## src/rtl/mem_access_stage.sv

```systemverilog
// MEM-stage load/store unit: issues valid/ready data-memory requests, aligns store
// data and strobes, extracts and extends load data, and registers the MEM/WB fields.
module mem_access_stage #(
  parameter int XLEN   = 32,
  parameter int STRB_W = XLEN / 8
) (
  input  logic              clk,
  input  logic              rst,
  input  logic [XLEN-1:0]   ex_alu_result,
  input  logic [XLEN-1:0]   ex_rs2_data,
  input  logic [4:0]        ex_rd,
  input  logic              ex_reg_write,
  input  logic              ex_mem_read,
  input  logic              ex_mem_write,
  input  logic              ex_mem_to_reg,
  input  logic [1:0]        ex_mem_size,
  input  logic              ex_mem_unsigned,
  output logic              dmem_req_valid,
  input  logic              dmem_req_ready,
  output logic [XLEN-1:0]   dmem_addr,
  output logic              dmem_we,
  output logic [XLEN-1:0]   dmem_wdata,
  output logic [STRB_W-1:0] dmem_wstrb,
  input  logic              dmem_rsp_valid,
  input  logic [XLEN-1:0]   dmem_rdata,
  output logic              mem_stall,
  output logic [XLEN-1:0]   wb_result,
  output logic [4:0]        wb_rd,
  output logic              wb_reg_write,
  output logic              misalign_fault
);

  typedef enum logic [1:0] {
    S_IDLE = 2'd0,
    S_REQ  = 2'd1,
    S_WAIT = 2'd2
  } state_e;

  state_e            state_q, state_d;
  logic [XLEN-1:0]   wb_result_q, wb_result_d;
  logic [4:0]        wb_rd_q, wb_rd_d;
  logic              wb_reg_write_q, wb_reg_write_d;
  logic              fault_q, fault_d;
  logic              wb_load;

  logic              memop;
  logic              misaligned;
  logic [1:0]        addr_lo;
  logic [XLEN-1:0]   rdata_shifted;
  logic [XLEN-1:0]   load_data;

  assign memop   = ex_mem_read | ex_mem_write;
  assign addr_lo = ex_alu_result[1:0];

  // Size 11 behaves as a word everywhere, so size[1] alone selects word handling.
  assign misaligned = memop &
                      (((ex_mem_size == 2'b01) & addr_lo[0]) |
                       (ex_mem_size[1] & (addr_lo != 2'b00)));

  assign dmem_req_valid = (state_q == S_REQ);
  assign dmem_addr      = {ex_alu_result[XLEN-1:2], 2'b00};
  assign dmem_we        = ex_mem_write;

  // NOTE: every signal written in an always_comb gets a default first, so no
  // path through the case/if tree can leave it unassigned and infer a latch.
  always_comb begin
    dmem_wdata = ex_rs2_data;
    dmem_wstrb = '0;
    unique case (ex_mem_size)
      2'b00: begin
        dmem_wdata = {4{ex_rs2_data[7:0]}};
        dmem_wstrb = 4'b0001 << addr_lo;
      end
      2'b01: begin
        dmem_wdata = {2{ex_rs2_data[15:0]}};
        dmem_wstrb = 4'b0011 << addr_lo;
      end
      default: begin
        dmem_wdata = ex_rs2_data;
        dmem_wstrb = 4'b1111;
      end
    endcase
    if (!ex_mem_write) dmem_wstrb = '0;
  end

  // Move the addressed lane down to bit 0, then extend to full width.
  assign rdata_shifted = dmem_rdata >> {addr_lo, 3'b000};

  always_comb begin
    load_data = rdata_shifted;
    unique case (ex_mem_size)
      2'b00:   load_data = ex_mem_unsigned ? {24'b0, rdata_shifted[7:0]}
                                           : {{24{rdata_shifted[7]}}, rdata_shifted[7:0]};
      2'b01:   load_data = ex_mem_unsigned ? {16'b0, rdata_shifted[15:0]}
                                           : {{16{rdata_shifted[15]}}, rdata_shifted[15:0]};
      default: load_data = rdata_shifted;
    endcase
  end

  always_comb begin
    state_d        = state_q;
    wb_load        = 1'b0;
    wb_result_d    = ex_alu_result;
    wb_rd_d        = ex_rd;
    wb_reg_write_d = ex_reg_write;
    fault_d        = 1'b0;
    mem_stall      = 1'b0;
    unique case (state_q)
      S_IDLE: begin
        if (!memop) begin
          wb_load = 1'b1;
        end else if (misaligned) begin
          wb_load        = 1'b1;
          wb_reg_write_d = 1'b0;
          fault_d        = 1'b1;
        end else begin
          mem_stall = 1'b1;
          state_d   = S_REQ;
        end
      end
      S_REQ: begin
        if (dmem_req_ready && ex_mem_write) begin
          wb_load = 1'b1;
          state_d = S_IDLE;
        end else begin
          mem_stall = 1'b1;
          if (dmem_req_ready) state_d = S_WAIT;
        end
      end
      S_WAIT: begin
        if (dmem_rsp_valid) begin
          wb_load     = 1'b1;
          wb_result_d = ex_mem_to_reg ? load_data : ex_alu_result;
          state_d     = S_IDLE;
        end else begin
          mem_stall = 1'b1;
        end
      end
      default: state_d = S_IDLE;
    endcase
  end

  // NOTE: sequential state uses non-blocking assignments so every register
  // samples pre-edge values regardless of process evaluation order.
  always_ff @(posedge clk or posedge rst) begin
    if (rst) begin
      state_q        <= S_IDLE;
      wb_result_q    <= '0;
      wb_rd_q        <= '0;
      wb_reg_write_q <= 1'b0;
      fault_q        <= 1'b0;
    end else begin
      state_q <= state_d;
      fault_q <= fault_d;
      if (wb_load) begin
        wb_result_q    <= wb_result_d;
        wb_rd_q        <= wb_rd_d;
        wb_reg_write_q <= wb_reg_write_d;
      end
    end
  end

  assign wb_result      = wb_result_q;
  assign wb_rd          = wb_rd_q;
  assign wb_reg_write   = wb_reg_write_q;
  assign misalign_fault = fault_q;

endmodule

```

## config.mk

```make
export PLATFORM = sky130hd
export DESIGN_NAME = mem_access_stage
export DESIGN_NICKNAME = d
export VERILOG_FILES = /design/src/rtl/mem_access_stage.sv
export SDC_FILE = /design/constraint.sdc
export NUM_CORES = 1
export LEC_CHECK = 0
export CAP_MARGIN = 20
export CORE_MARGIN = 4
export CORE_UTILIZATION = 39
export DETAILED_ROUTE_END_ITERATION = 8
export GPL_TIMING_DRIVEN = 1
export PLACE_DENSITY = 0.91
export SYNTH_ARGS = -nofsm -noshare
export SYNTH_HDL_FRONTEND = slang
export SYNTH_SLANG_ARGS = --single-unit
```

## constraint.sdc

```tcl
create_clock -name clk -period 5 [get_ports clk]
set_clock_uncertainty 0.15 [all_clocks]
set_input_delay 1 -clock clk [delete_from_list [all_inputs] [get_ports clk]]
set_output_delay 1 -clock clk [all_outputs]
set_load 0.05 [all_outputs]
```

==> reports/results.ini, run 1 <==
[yosys]
synth-simple-area-share_pct = 17.23
ys.flop_type = dfrtp_1
synthMuxAreaShare_pct = 15.17
syn_area_um2 = 3167
synth_edf_count = 0
synth_area_leaders = dfrtp_1 (32%), nand2_1 (10%), buf_4 (9.7%), mux2i_1 (9.5%), o21ai_1 (4.1%)
synth_common_cells = nand2_1 (84), buf_4 (41), dfrtp_1 (41)
synth_compound_area_share_pct = 20.55
synth_top_area_share_pct = 32.40
yosysMostFrequentCell = nand2_1
synth-async-reset-ratio_pct = 100.0
synth_xor_area_share_pct = 0
yosysTopAreaCell = dfrtp_1
ys.warnings.count = 0
ys_ff_latch = 41
yosys.area_share.adder_pct = 0
synth_cell_types = 42
synth_top_family_by_area = compound AO/OA/AOI/OAI gates
syn_inst = 398
postSynthAreaPerCell_um2 = 7.957
ys_seq_area_share_pct = 32.40

[worst_setup_path]
crit_type = in -> out
worst-path-buf-inv = 2
cp_max_fo = 16
critPathSlowestCell = clkdlybuf4s50_1
max_stage_delay_ns = 0.98
cp_common_cell = clkdlybuf4s50_1
r2r_cells = 5
end_kind = primary output
r2r_setup_slack_ns = 2.75
worstPathRequired_ns = 3.85
crit_family = buffers and inverters
r2r-start = state_q[0]
cp_cell_sequence = clkdlybuf4s50_1 > mux2i_1 > o21ai_0 > clkdlybuf4s50_1
r2r-end = wb_rd[2]
crit_path_start_kind = input port
cp.arrival_ns = 3.22

[power_and_ir_drop]
power_density_nw_per_um2 = 407.4
p_leak_nw = 2.241
ir_drop_mv = 0.1394
power_mw = 2.194

[floorplan]
initial_core_util_pct = 40.56
core_um2 = 7807
io_pins = 222
dieHeight_um = 98.11
rows = 32
die_area_um2 = 9626
die_w_um = 98.11

[routing]
drt-total-wl_mm = 11.95
drt_iter0_markers = 97
wl_per_cell_um = 17.89
via_per_inst = 5.269
drcViolationCount = 0
vias = 3520
dr.pass1.iters = 4
ant_nets = 0

[timing]
setup_viol = 0
fmax_ghz = 0.2288
drv_slew = 0
tns_ns = 0
rsz0062_at_grt = no
finalWorstSetupSlack_ns = 0.6286
min_period_ns = 4.371
finalCritPeriodShare_pct = 87.43
hold_violations = 0
max_slew.worst_pin.slew_ns = 0.8726
slew_headroom_pct = 41.74

[cts]
clkTransAtPathRegs_ns = 0.09
htreeDepth = 2
cts_resized = 0
cts_hold_buf = 0
clockBufferDepth = 2
clk_latency_ns = 0.28
cts_tree = built
numCtsBuffers = 5
root_buffer = clkbuf_8
postCtsSetupBuffers = 0
clkSinkCount = 41

[worst_hold_path]
hold_path_class = reg -> reg
hold_end = wb_result[10]
holdPathStages = 2
hp-start = wb_result[10]

[place]
placed_cells = 660
dpl_cell_area_um2 = 5248
detailed_place_hpwl_mm = 9.764
gp_congestion = 0.8092
portBuffers = 219
dp_slack_ns = 0.6325

[grt]
grt_max_degree = 56
grt_pass1_vias = 3752
grtUsageTotal_pct = 23.93
antenna_found_initial = 0
grt_pass1_wl_mm = 18.85
overflow = 0

[finish]
syn_to_final_growth_pct = 70.05
layout-drive-gt1-share_pct = 8.127
antennaDiodeCount = 0
final_cells = 668
layout.nets = 677
finish.instance_area_um2 = 5385
nFillCells = 648

[status]
status = completed

[flow_run]
cap_violations = 0

## power by group
| group | leakage [nW] | switching (mW) | internal (mW) |
|---|---|---|---|
| Combinational | 1.68 | 0.866 | 0.478 |
| Clock | 0.0687 | 0.125 | 0.201 |
| Sequential | 0.496 | 0.0695 | 0.454 |
| Total | 2.24 | 1.06 | 1.13 |
## layout make-up
type	count	area (µm²)	area share, %
tap	102	127.6	2.370
sequential	41	1026	19.05
clock buffer	5	68.82	1.278
clock inverter	3	68.82	1.278
inverter	10	37.54	0.6970
timing repair buffer	227	2347	43.59
multi-input combinational	280	1709	31.74
## layout by cell type, fill, tap and decap left out, types with 9 or more instances in the layout
cell,instances
a21oi_1,13
buf_12,10
o2bb2ai_1,9
o21ai_1,26
o21ai_0,20
nor2_1,27
buf_4,10
mux2i_1,30
nand2_1,84
mux2_2,10
dfrtp_1,41
clkdlybuf4s50_1,207
## kinds of logic after synthesis
logic type             count (synthesis)
AND/OR/NAND/NOR                      131
multiplexers                          45
other                                  1
flip-flops                            41
AO/OA/AOI/OAI                        102
buffers and inverters                 78
## how the worst max path moves through the flow
| stage | start | end | slack, ns | cells after the start |
|---|---|---|---|---|
| finish | ex_mem_size[0] | dmem_wdata[27] | 0.63 | 4 |
| global route | ex_mem_size[0] | dmem_wdata[27] | 0.54 | 4 |
| CTS | ex_mem_size[0] | dmem_wdata[27] | 0.64 | 4 |
| detailed placement | ex_mem_size[0] | dmem_wdata[27] | 0.63 | 4 |
| global placement | ex_mem_size[0] | dmem_wdata[27] | 0.74 | 4 |
| floorplan | ex_mem_size[0] | dmem_wstrb[2] | 1.00 | 4 |
## per-layer routing
layer	GRT usage, %	wire (µm)	vias to the layer above
li1	-	-	1668
met1	26.64	4517	1658
met2	44.45	6165	180
met3	6.571	1090	14
met4	6.603	176	0
met5	0	0	-
## through the flow
step                hold WS, ns  utilization [%]
floorplan                0.3372                -
finish                   0.3359            68.97
global route             0.3588            68.97
CTS                      0.3370            68.97
global placement         0.3110            67.21
detailed placement       0.3166            67.21
## registers in the layout, summed over array words and instances, names as in the netlist
name and flops:
misalign_fault 1, wb_reg_write 1, wb_result 32, wb_rd 5
state_q 2
## worst reg2reg max path: cells and delay by family (launching register included)
| family | cells | cell delay, ns |
|---|---|---|
| flops | 1 | 0.47 |
| mux | 1 | 0.38 |
| buf+inv | 2 | 0.46 |
| compound gates | 1 | 0.57 |
| simple gates | 1 | 0.11 |
Note: power is estimated with default switching activity, not from simulation.
==> run 2, diff against run 1 <==
--- a/config.mk
+++ b/config.mk
@@ -8,6 +8,7 @@
 export CAP_MARGIN = 20
 export CORE_MARGIN = 4
 export CORE_UTILIZATION = 39
+export CTS_CLUSTER_DIAMETER = 50
 export DETAILED_ROUTE_END_ITERATION = 8
 export GPL_TIMING_DRIVEN = 1
 export PLACE_DENSITY = 0.91
==> results of run 2 <==
Final layout, timing and power as in run 1 (identical DEF).
